==> src/rtl/mem_pkg.sv <==
// Shared types and constants for the block-RAM access controller and its response FIFO.
// Holds the FSM encoding, the response word layout and the read-issue credit rule.
package mem_pkg;

    localparam int DATA_W         = 10;
    localparam int RSP_FIFO_DEPTH = 4;
    localparam int RSP_W          = DATA_W + 1;
    localparam int RSP_CNT_W      = $clog2(RSP_FIFO_DEPTH + 1);

    typedef enum logic [1:0] {
        IDLE  = 2'd0,
        WRITE = 2'd1,
        READ  = 2'd2,
        DRAIN = 2'd3
    } state_e;

    typedef struct packed {
        logic              last;
        logic [DATA_W-1:0] data;
    } rsp_t;

    // A new read may be issued only if every word already buffered or on the RAM
    // output, plus the one being issued, is guaranteed a FIFO slot.
    function automatic logic credit_ok(input logic [RSP_CNT_W-1:0] cnt,
                                       input logic                 v_data);
        return (int'(cnt) + int'(v_data)) < RSP_FIFO_DEPTH;
    endfunction

endpackage

==> src/rtl/mem_rsp_fifo.sv <==
// Small synchronous FIFO for read responses; push-to-head visibility is one cycle.
// Pushes into a full FIFO and pops from an empty one are ignored; head reads 0 when empty.
module mem_rsp_fifo
    import mem_pkg::*;
#(
    parameter int DEPTH = RSP_FIFO_DEPTH,
    parameter int W     = RSP_W
) (
    input  logic                         clk,
    input  logic                         rst,
    input  logic                         push_i,
    input  logic [W-1:0]                 push_dat_i,
    input  logic                         pop_i,
    output logic [W-1:0]                 head_dat_o,
    output logic [$clog2(DEPTH+1)-1:0]   count_o,
    output logic                         empty_o
);

    localparam int PTR_W = $clog2(DEPTH);
    localparam int CNT_W = $clog2(DEPTH + 1);

    logic [W-1:0]     mem_q [DEPTH];
    logic [PTR_W-1:0] wr_ptr_q, wr_ptr_d;
    logic [PTR_W-1:0] rd_ptr_q, rd_ptr_d;
    logic [CNT_W-1:0] count_q, count_d;
    logic             do_push;
    logic             do_pop;

    assign do_push = push_i && (count_q != CNT_W'(DEPTH));
    assign do_pop  = pop_i && (count_q != '0);

    always_comb begin
        wr_ptr_d = wr_ptr_q;
        rd_ptr_d = rd_ptr_q;
        count_d  = count_q;
        if (do_push) begin
            wr_ptr_d = wr_ptr_q + 1'b1;
        end
        if (do_pop) begin
            rd_ptr_d = rd_ptr_q + 1'b1;
        end
        unique case ({do_push, do_pop})
            2'b10:   count_d = count_q + 1'b1;
            2'b01:   count_d = count_q - 1'b1;
            default: count_d = count_q;
        endcase
    end

    always_ff @(posedge clk) begin
        if (!rst) begin
            wr_ptr_q <= '0;
            rd_ptr_q <= '0;
            count_q  <= '0;
        end else begin
            wr_ptr_q <= wr_ptr_d;
            rd_ptr_q <= rd_ptr_d;
            count_q  <= count_d;
        end
    end

    // Storage needs no reset: the head is masked while the FIFO is empty.
    always_ff @(posedge clk) begin
        if (do_push) begin
            mem_q[wr_ptr_q] <= push_dat_i;
        end
    end

    assign empty_o    = (count_q == '0);
    assign count_o    = count_q;
    assign head_dat_o = empty_o ? '0 : mem_q[rd_ptr_q];

endmodule

==> src/rtl/mem_access_ctrl.sv <==
// Block-RAM initiator: single-word writes (RAM strobe at T+1), burst reads (first word valid T+3).
// Read issue is credit-limited by the 4-entry response FIFO, so back-pressure stalls issue and never drops words.
module mem_access_ctrl
    import mem_pkg::*;
#(
    parameter int SIZE  = 6,
    parameter int DEPTH = 64
) (
    input  logic              clk,
    input  logic              rst,
    input  logic              i_req_valid,
    output logic              o_req_ready,
    input  logic              i_req_we,
    input  logic [SIZE-1:0]   i_req_addr,
    input  logic [SIZE-1:0]   i_req_len,
    input  logic [DATA_W-1:0] i_req_wdata,
    output logic              o_rsp_valid,
    input  logic              i_rsp_ready,
    output logic [DATA_W-1:0] o_rsp_data,
    output logic              o_rsp_last,
    output logic              o_ram_we,
    output logic [SIZE-1:0]   o_ram_addr,
    output logic [DATA_W-1:0] o_ram_data_in,
    input  logic [DATA_W-1:0] i_ram_data_out
);

    localparam logic [SIZE-1:0] ADDR_LAST = SIZE'(DEPTH - 1);

    state_e              state_q, state_d;
    logic [SIZE-1:0]     addr_ctr_q, addr_ctr_d;
    logic [SIZE-1:0]     remaining_q, remaining_d;
    logic [SIZE-1:0]     ram_addr_q, ram_addr_d;
    logic [DATA_W-1:0]   ram_data_in_q, ram_data_in_d;
    logic                ram_we_q, ram_we_d;
    logic                v_data_q, v_data_d;
    logic                last_data_q, last_data_d;

    logic                req_ready;
    logic                req_fire;
    logic                credit;
    logic                issue;
    logic                issue_last;
    logic                rsp_pop;
    logic                fifo_empty;
    logic [RSP_CNT_W-1:0] fifo_count;
    rsp_t                push_rsp;
    rsp_t                head_rsp;

    assign req_ready = (state_q == IDLE) && rst;
    assign req_fire  = i_req_valid && req_ready;
    assign credit    = credit_ok(fifo_count, v_data_q);

    always_comb begin
        state_d       = state_q;
        addr_ctr_d    = addr_ctr_q;
        remaining_d   = remaining_q;
        ram_addr_d    = ram_addr_q;
        ram_data_in_d = ram_data_in_q;
        ram_we_d      = 1'b0;
        issue         = 1'b0;
        issue_last    = 1'b0;

        unique case (state_q)
            IDLE: begin
                if (req_fire) begin
                    if (i_req_we) begin
                        ram_we_d      = 1'b1;
                        ram_addr_d    = i_req_addr;
                        ram_data_in_d = i_req_wdata;
                        state_d       = WRITE;
                    end else begin
                        addr_ctr_d  = i_req_addr;
                        remaining_d = i_req_len;
                        state_d     = READ;
                    end
                end
            end
            WRITE: begin
                state_d = IDLE;
            end
            READ: begin
                // The address is presented combinationally in the issue cycle so the
                // RAM's registered output lines up with the data stage one cycle later.
                if (credit) begin
                    issue      = 1'b1;
                    ram_addr_d = addr_ctr_q;
                    addr_ctr_d = (addr_ctr_q == ADDR_LAST) ? '0 : addr_ctr_q + 1'b1;
                    if (remaining_q == '0) begin
                        issue_last = 1'b1;
                        state_d    = DRAIN;
                    end else begin
                        remaining_d = remaining_q - 1'b1;
                    end
                end
            end
            DRAIN: begin
                if (fifo_empty && !v_data_q) begin
                    state_d = IDLE;
                end
            end
            default: state_d = IDLE;
        endcase

        v_data_d    = issue;
        last_data_d = issue_last;
    end

    always_ff @(posedge clk) begin
        if (!rst) begin
            state_q       <= IDLE;
            addr_ctr_q    <= '0;
            remaining_q   <= '0;
            ram_addr_q    <= '0;
            ram_data_in_q <= '0;
            ram_we_q      <= 1'b0;
            v_data_q      <= 1'b0;
            last_data_q   <= 1'b0;
        end else begin
            state_q       <= state_d;
            addr_ctr_q    <= addr_ctr_d;
            remaining_q   <= remaining_d;
            ram_addr_q    <= ram_addr_d;
            ram_data_in_q <= ram_data_in_d;
            ram_we_q      <= ram_we_d;
            v_data_q      <= v_data_d;
            last_data_q   <= last_data_d;
        end
    end

    assign push_rsp = '{last: last_data_q, data: i_ram_data_out};
    assign rsp_pop  = o_rsp_valid && i_rsp_ready;

    mem_rsp_fifo #(
        .DEPTH (RSP_FIFO_DEPTH),
        .W     (RSP_W)
    ) u_rsp_fifo (
        .clk        (clk),
        .rst        (rst),
        .push_i     (v_data_q),
        .push_dat_i (push_rsp),
        .pop_i      (rsp_pop),
        .head_dat_o (head_rsp),
        .count_o    (fifo_count),
        .empty_o    (fifo_empty)
    );

    assign o_req_ready   = req_ready;
    assign o_rsp_valid   = !fifo_empty;
    assign o_rsp_data    = head_rsp.data;
    assign o_rsp_last    = head_rsp.last;
    assign o_ram_we      = ram_we_q;
    assign o_ram_addr    = issue ? addr_ctr_q : ram_addr_q;
    assign o_ram_data_in = ram_data_in_q;

endmodule

==> config.mk <==
export PLATFORM = sky130hd
export DESIGN_NAME = mem_access_ctrl
export DESIGN_NICKNAME = d
export VERILOG_FILES = /design/src/rtl/mem_pkg.sv /design/src/rtl/mem_rsp_fifo.sv /design/src/rtl/mem_access_ctrl.sv
export SDC_FILE = /design/constraint.sdc
export NUM_CORES = 1
export LEC_CHECK = 0
export BUFFER_PORTS_ARGS = -buffer_cell sky130_fd_sc_hd__buf_2
export CORE_MARGIN = 2
export CORE_UTILIZATION = 34
export CTS_CLUSTER_DIAMETER = 80
export DETAILED_ROUTE_END_ITERATION = 6
export PLACE_DENSITY = 0.51
export SYNTH_ARGS = -nofsm -noshare
export SYNTH_HDL_FRONTEND = slang
export SYNTH_HIERARCHICAL = 1
export SYNTH_SLANG_ARGS = --single-unit
==> constraint.sdc <==
create_clock -name clk -period 3.07 [get_ports clk]
set_clock_uncertainty 0.05 [all_clocks]
set_input_delay 0.307 -clock clk [delete_from_list [all_inputs] [get_ports clk]]
set_output_delay 0.307 -clock clk [all_outputs]
set_load 0.01 [all_outputs]
# Yosys cells after proc, flatten, opt, wreduce, memory -nomap -nowiden
# Memory sizes are Yosys's and may differ from the RTL's. A register that Yosys moved wholly into a read port is not among the register bits.
# Cells that the tools add are included.
[word_totals]
register_bits = 40
memories = 1
mem_bits_rw = 44
wordCells = 86
output_inout_bits = 30
[op_classes]
n_eq_ne = 14
muxes = 31
n_addsub = 7
n_reduce_logical = 21
n_lt_le_gt_ge = 1
[mem_list]
columns = ["memory", "words", "word_bits", "read_ports", "rd_ports_with_merged_regs", "write_ports", "line", "source"]
rows = [
  ["u_rsp_fifo.mem_q", 4, 11, 1, 1, 1, "mem_rsp_fifo.sv:22", "logic [W-1:0] mem_q [DEPTH];"],
]
[ops]
columns = ["operator", "count"]
rows = [
  ["$mux 6", 12],
  ["$pmux 6 s2", 3],
  ["$mux 2", 7],
  ["$ne 2x2->1 const B", 7],
  ["$reduce_and 4->1", 3],
  ["$mux 11", 1],
  ["$reduce_and 3->1", 3],
  ["$pmux 2 s4", 1],
  ["$add 6x1->6 const B", 1],
  ["$eq 2x2->1 const B", 3],
  ["$eq 6x6->1 const B", 1],
  ["$logic_and 1x1->1", 6],
  ["$logic_not 6->1", 1],
  ["$mux 1", 6],
  ["$pmux 3 s2", 1],
  ["$sub 6x1->6 const B", 1],
  ["$reduce_and 5->1", 1],
  ["$add 2x1->2 const B", 2],
  ["$add 3x1->4", 1],
  ["$eq 2x1->1 const B", 2],
  ["$lt 4x3->1 const B", 1],
  ["$reduce_bool 2->1", 2],
  ["$add 3x1->3 const B", 1],
  ["$logic_not 3->1", 1],
  ["other kinds (5)", 6],
]

# Depth between registers and ports, before layout
[logic_depth]
ltp_word = 6
ltp_mapped = 10

# By module
# Netlist, hierarchy kept.
[by_module_without_submodules]
columns = ["mod", "n_inst", "area_each_um2", "seq_area_each_um2", "cells_per_inst"]
rows = [
  ["mem_rsp_fifo", 1, 2187.1, 1501.4, 122],
  ["mem_access_ctrl", 1, 1666.6, 660.6, 198],
]

# Worst setup path after synthesis
# No wires, ideal clock.
[synth_timing]
kind = "reg-to-reg"
from = "register u_rsp_fifo.count_q[2] (netlist: u_rsp_fifo/count_o[2])"
to = "register u_rsp_fifo.count_q[2] (netlist: u_rsp_fifo/count_o[2])"
path_stages_with_launch = 11
t_arrival_ns = 2.263
period_less_slack_ns = 2.388
t_required_ns = 2.944
path_slack_ns = 0.682
cell_sequence = "dfxtp_1 -> nor3_4 -> buf_2 -> nor2b_1 -> nor2b_1 -> ha_1 -> inv_1 -> fa_1 -> xor2_1 -> or3_1 -> a21boi_0"
[synth_between]
elab_chain_cells = 6
word_cells_on_any_way = 13
[synth_rtl]
columns = ["element", "line", "source"]
rows = [
  ["from (decl)", "mem_rsp_fifo.sv:25", "logic [CNT_W-1:0] count_q, count_d;"],
  ["from (signal assigned)", "mem_rsp_fifo.sv:57", "count_q <= count_d;"],
  ["$logic_not 3->1 (*)", "mem_rsp_fifo.sv:68", "assign empty_o = (count_q == '0);"],
  ["net fifo_empty", "mem_access_ctrl.sv:44", "logic fifo_empty;"],
  ["$logic_not 1->1 (*)", "mem_access_ctrl.sv:148", "assign o_rsp_valid = !fifo_empty;"],
  ["$logic_and 1x1->1 (*)", "mem_access_ctrl.sv:131", "assign rsp_pop = o_rsp_valid && i_rsp_ready;"],
  ["net rsp_pop", "mem_access_ctrl.sv:43", "logic rsp_pop;"],
  ["$logic_and 1x1->1 (*)", "mem_rsp_fifo.sv:30", "assign do_pop = pop_i && (count_q != '0);"],
  ["net u_rsp_fifo.do_pop", "mem_rsp_fifo.sv:27", "logic do_pop;"],
  ["$eq 2x1->1 or $eq 2x2->1 (tied branches)", "mem_rsp_fifo.sv:42", "unique case ({do_push, do_pop})"],
  ["$pmux 3 s2 or $reduce_bool 2->1 (tied branches)", "n/a", ""],
]
# Mark *: on every way through the listed nets, which the timed path passes. The rest lies on a longest branch.
# A chain may end at the register's enable or synchronous reset.

# Worst setup path after layout
[layout_timing]
from = "register state_q[0]"
to = "output o_ram_addr[5]"
[layout_between]
elab_chain_cells = 3
[layout_rtl]
columns = ["element", "line", "source"]
rows = [
  ["from (decl)", "mem_access_ctrl.sv:29", "state_e state_q, state_d;"],
  ["from (signal assigned)", "mem_access_ctrl.sv:119", "state_q <= state_d;"],
  ["$eq 2x2->1", "mem_access_ctrl.sv:63", "unique case (state_q)"],
  ["$mux 1", "mem_access_ctrl.sv:63", ""],
  ["$mux 6", "mem_access_ctrl.sv:152", "assign o_ram_addr = issue ? addr_ctr_q : ram_addr_q;"],
  ["to (decl)", "mem_access_ctrl.sv:22", "output logic [SIZE-1:0] o_ram_addr,"],
]
# Every way passes these cells.

==> metrics.md <==
| Metric | Value |
|---|---|
| Outcome | completed |
| # rows | 38 |
| Final ANT Viol Nets | 0 |
| HP Class | primary input to flip-flop |
| M2 GR Usage | 22.2% |
| Top cells by count, synth | edfxtp_1, dfxtp_1, nand2_1, nor2_1, o21ai_0 |
| Vias per cell | 4.90 |
| Post-synthesis compound-gate area fraction | 10.1% |
| Area leader, netlist | edfxtp_1 |
| Ys Warns | 6 |
| M3 GR Usage | 4.17% |
| Synth Register Bits | 86 |
| Fillers | 1067 |
| Register area | 0.00216 mm² |
| Share of cells above drive strength 1 | 29.1% |
| Internal | 2.02 mW |
| Detailed Route Iter0 Violations | 74 |
| Tmin final | 2.51 ns |
| Largest net degree at the start of global routing | 27 |
| PnR Total Power | 2.69 mW |
| CP Data Arrival Time | 2.15 ns |
| Grt ovf | 0 |
| Initial Util | 35.2% |
| Worst-Margin Slew | 0.620 ns |
| Worst EP required | 2.71 ns |
| Multi-input logic area | 0.00156 mm² |
| Die ar. | 0.0122 mm² |
| Synth Area in Adders | 3.12% |
| Prevailing post-synth register cell | edfxtp_1 |
| Combinational power share | 10.3% |
| CP Cell Sequence | nand2b_4, or3_1, mux2_2, buf_2 |
| Vias in the first global route | 2640 |
| Clk Latency, worst-skew pair | 0.34 ns |
| Largest family of logic cells by synthesized area | simple AND/OR/NAND/NOR gates |
| CTS buffer count | 9 |
| Crit path kind | flip-flop to primary output |
| CTS tree | built |
| Switching pwr | 0.665 mW |
| CTS H-tree lvls | 3 |
| Post-synth EDFFs | 44 |
| Slowest stage delay, CP | 0.51 ns |
| Static leakage | 1.74 nW |
| Fmax | 0.398 GHz |
| Ys async rst share | 0% |
| Net Sw Frac | 24.8% |
| # DRC | 0 |
| Crit end category | primary output |
| Final Hold Viols | 0 |
| Post-Syn Area | 0.00385 mm² |
| Die W | 110 µm |
| Mapped Nets | 366 |
| Main area contributors after synthesis | edfxtp_1, dfxtp_1, mux4_2, mux2i_1, nand2_1 |
| Slew Viols, Final | 0 |
| Pwr Density | 580 mW/mm² |
| DP Wirelength | 5.21 mm |
| GRT Total Usage | 13.4% |
| Area grow syn2layout | 20.2% |
| Synth Area per Inst | 12.0 µm² |
| Syn Inst Count | 320 |
| Max-Cap Viols | 0 |
| Yosys top cell area share | 34.3% |
| Global-route wire length before repair | 13.1 mm |
| IO Count | 67 |
| Grt met1 use | 16.4% |
| Reg clk slew, reported paths | 0.07 ns |
| Most Crowded Layer GR | met2 |
| Peak supply drop | 0.373 mV |
| Slowest CP cell | dfxtp_1 |
| Total Wirelength | 7.78 mm |
| # diodes | 0 |
| Sequential-to-total area share from yosys stat | 56.1% |
| Num Clock Sinks | 86 |
| Post-synth cell types | 52 |
| Initial antenna violation count | 0 |
| Port-buffer cells | 66 |
| Clock group share of total power | 42.0% |
| Final nets | 433 |
| Simple-gate share of the synthesized area | 15.4% |
| Routed WL per cell | 14.6 µm |
| Post-CTS Hold Fix Bufs | 0 |
| Routed vias | 2607 |
| XOR/XNOR share of the synthesized area | 0.455% |
| Drt first pass iters | 5 |
| Final setup fails | 0 |
| Count leader, synth | edfxtp_1 |
| Clk buf depth | 2 |
| RSZ-0062 raised after global routing | false |
| Post-CTS setup buffers | 0 |
| Rel. slew slack | 58.7% |
| Mux contribution to synthesized area | 11.4% |
| Final worst-path cycle share | 81.7% |
| Critical Path Source Type | flip-flop |
| Crit Path Max Fanout | 24 |
| Core Area | 0.0109 mm² |
| Seq pwr share | 47.7% |
| CTS resizes | 0 |
| Die height | 110 µm |
| GPL Wtd Cong | 0.812 |
| CTS Root Cell | clkbuf_16 |
| Setup_tns | 0 ns |
placed cells by master, fill, tap and decap left out, drive strengths merged, types with 11 or more instances in the layout:
cell     n
buf     73
edfxtp  44
dfxtp   42
nand2   29
nor2    26
o21ai   18
nor2b   15
inv     15
a21oi   14
mux2i   12
mux4    11
worst paths after layout:
kind,start,to,slack (ns),cells after the start
max,state_q[0],o_ram_addr[5],0.56,4
min,i_ram_data_out[3],u_rsp_fifo/mem_q[1][3],0.14,1
max reg2reg,u_rsp_fifo/count_o[2],u_rsp_fifo/count_o[2],0.72,9
min reg2reg,remaining_q[4],remaining_q[4],0.44,2
metrics by stage:
stage	util [%]	instances	instance area [µm²]	hold slack, ns	worst slack [ns]
final	42.4	532	4630	0.137	0.560
after global routing	42.4	532	4630	0.129	0.451
after CTS	42.4	532	4630	0.129	0.529
after detailed placement	39.5	516	4320	0.419	0.711
after global placement	39.5	516	4320	0.409	0.781
after floorplan	-	320	3850	0.356	0.682
critical path: cells and delay by family, from the launching register on:
family | cells | cell delay, ns
buffers and inverters | 1 | 0.14
flip-flops | 1 | 0.51
multiplexers | 1 | 0.39
AND/OR/NAND/NOR | 2 | 0.79
final cells by class:
type	count	share of cell area [%]
Multi-Input combinational cell	206	33.7
Clock inverter	7	1.86
Timing Repair Buffer	73	8.26
Tap cell	140	3.78
Clock buffer	9	4.86
Sequential cell	86	46.7
Inverter	11	0.891
routing by layer:
metal	part of all wire (%)	vias up	wire, µm
met5	0	-	0
met4	1.3	0	99
met3	5.7	8	446
met2	47	66	3670
met1	46	1232	3560
li1	-	1301	-
power groups by stage:
stage	Combinational, mW	Sequential, mW	Clock [mW]
finish	0.276	1.28	1.13
global route	0.312	1.29	1.21
CTS	0.281	1.28	1.16
detailed placement	0.280	1.31	0
global placement	0.277	1.30	0
floorplan	0.190	1.30	0
state kept, by name (all words and copies together) (netlist names), named ones only:
name and count:
addr_ctr_q 6, last_data_q 1, o_ram_data_in 10, o_ram_we 1
ram_addr_q 6, remaining_q 6, state_q 2, u_rsp_fifo/count_o 3
u_rsp_fifo/mem_q 44, u_rsp_fifo/rd_ptr_q 2, u_rsp_fifo/wr_ptr_q 2, v_data_q 1
cell families (layout without fill, tap and decap cells):
| kind of cell | count (synthesis) | after routing |
|---|---|---|
| and+or+nand+nor | 107 | 107 |
| muxes | 29 | 29 |
| xor gates and xnor gates | 2 | 2 |
| DFF | 86 | 86 |
| buffers and inverters | 28 | 100 |
| adders and majority gates | 9 | 9 |
| AOI/OAI and AO/OA | 59 | 59 |
Power figures use the tool's default switching activity.
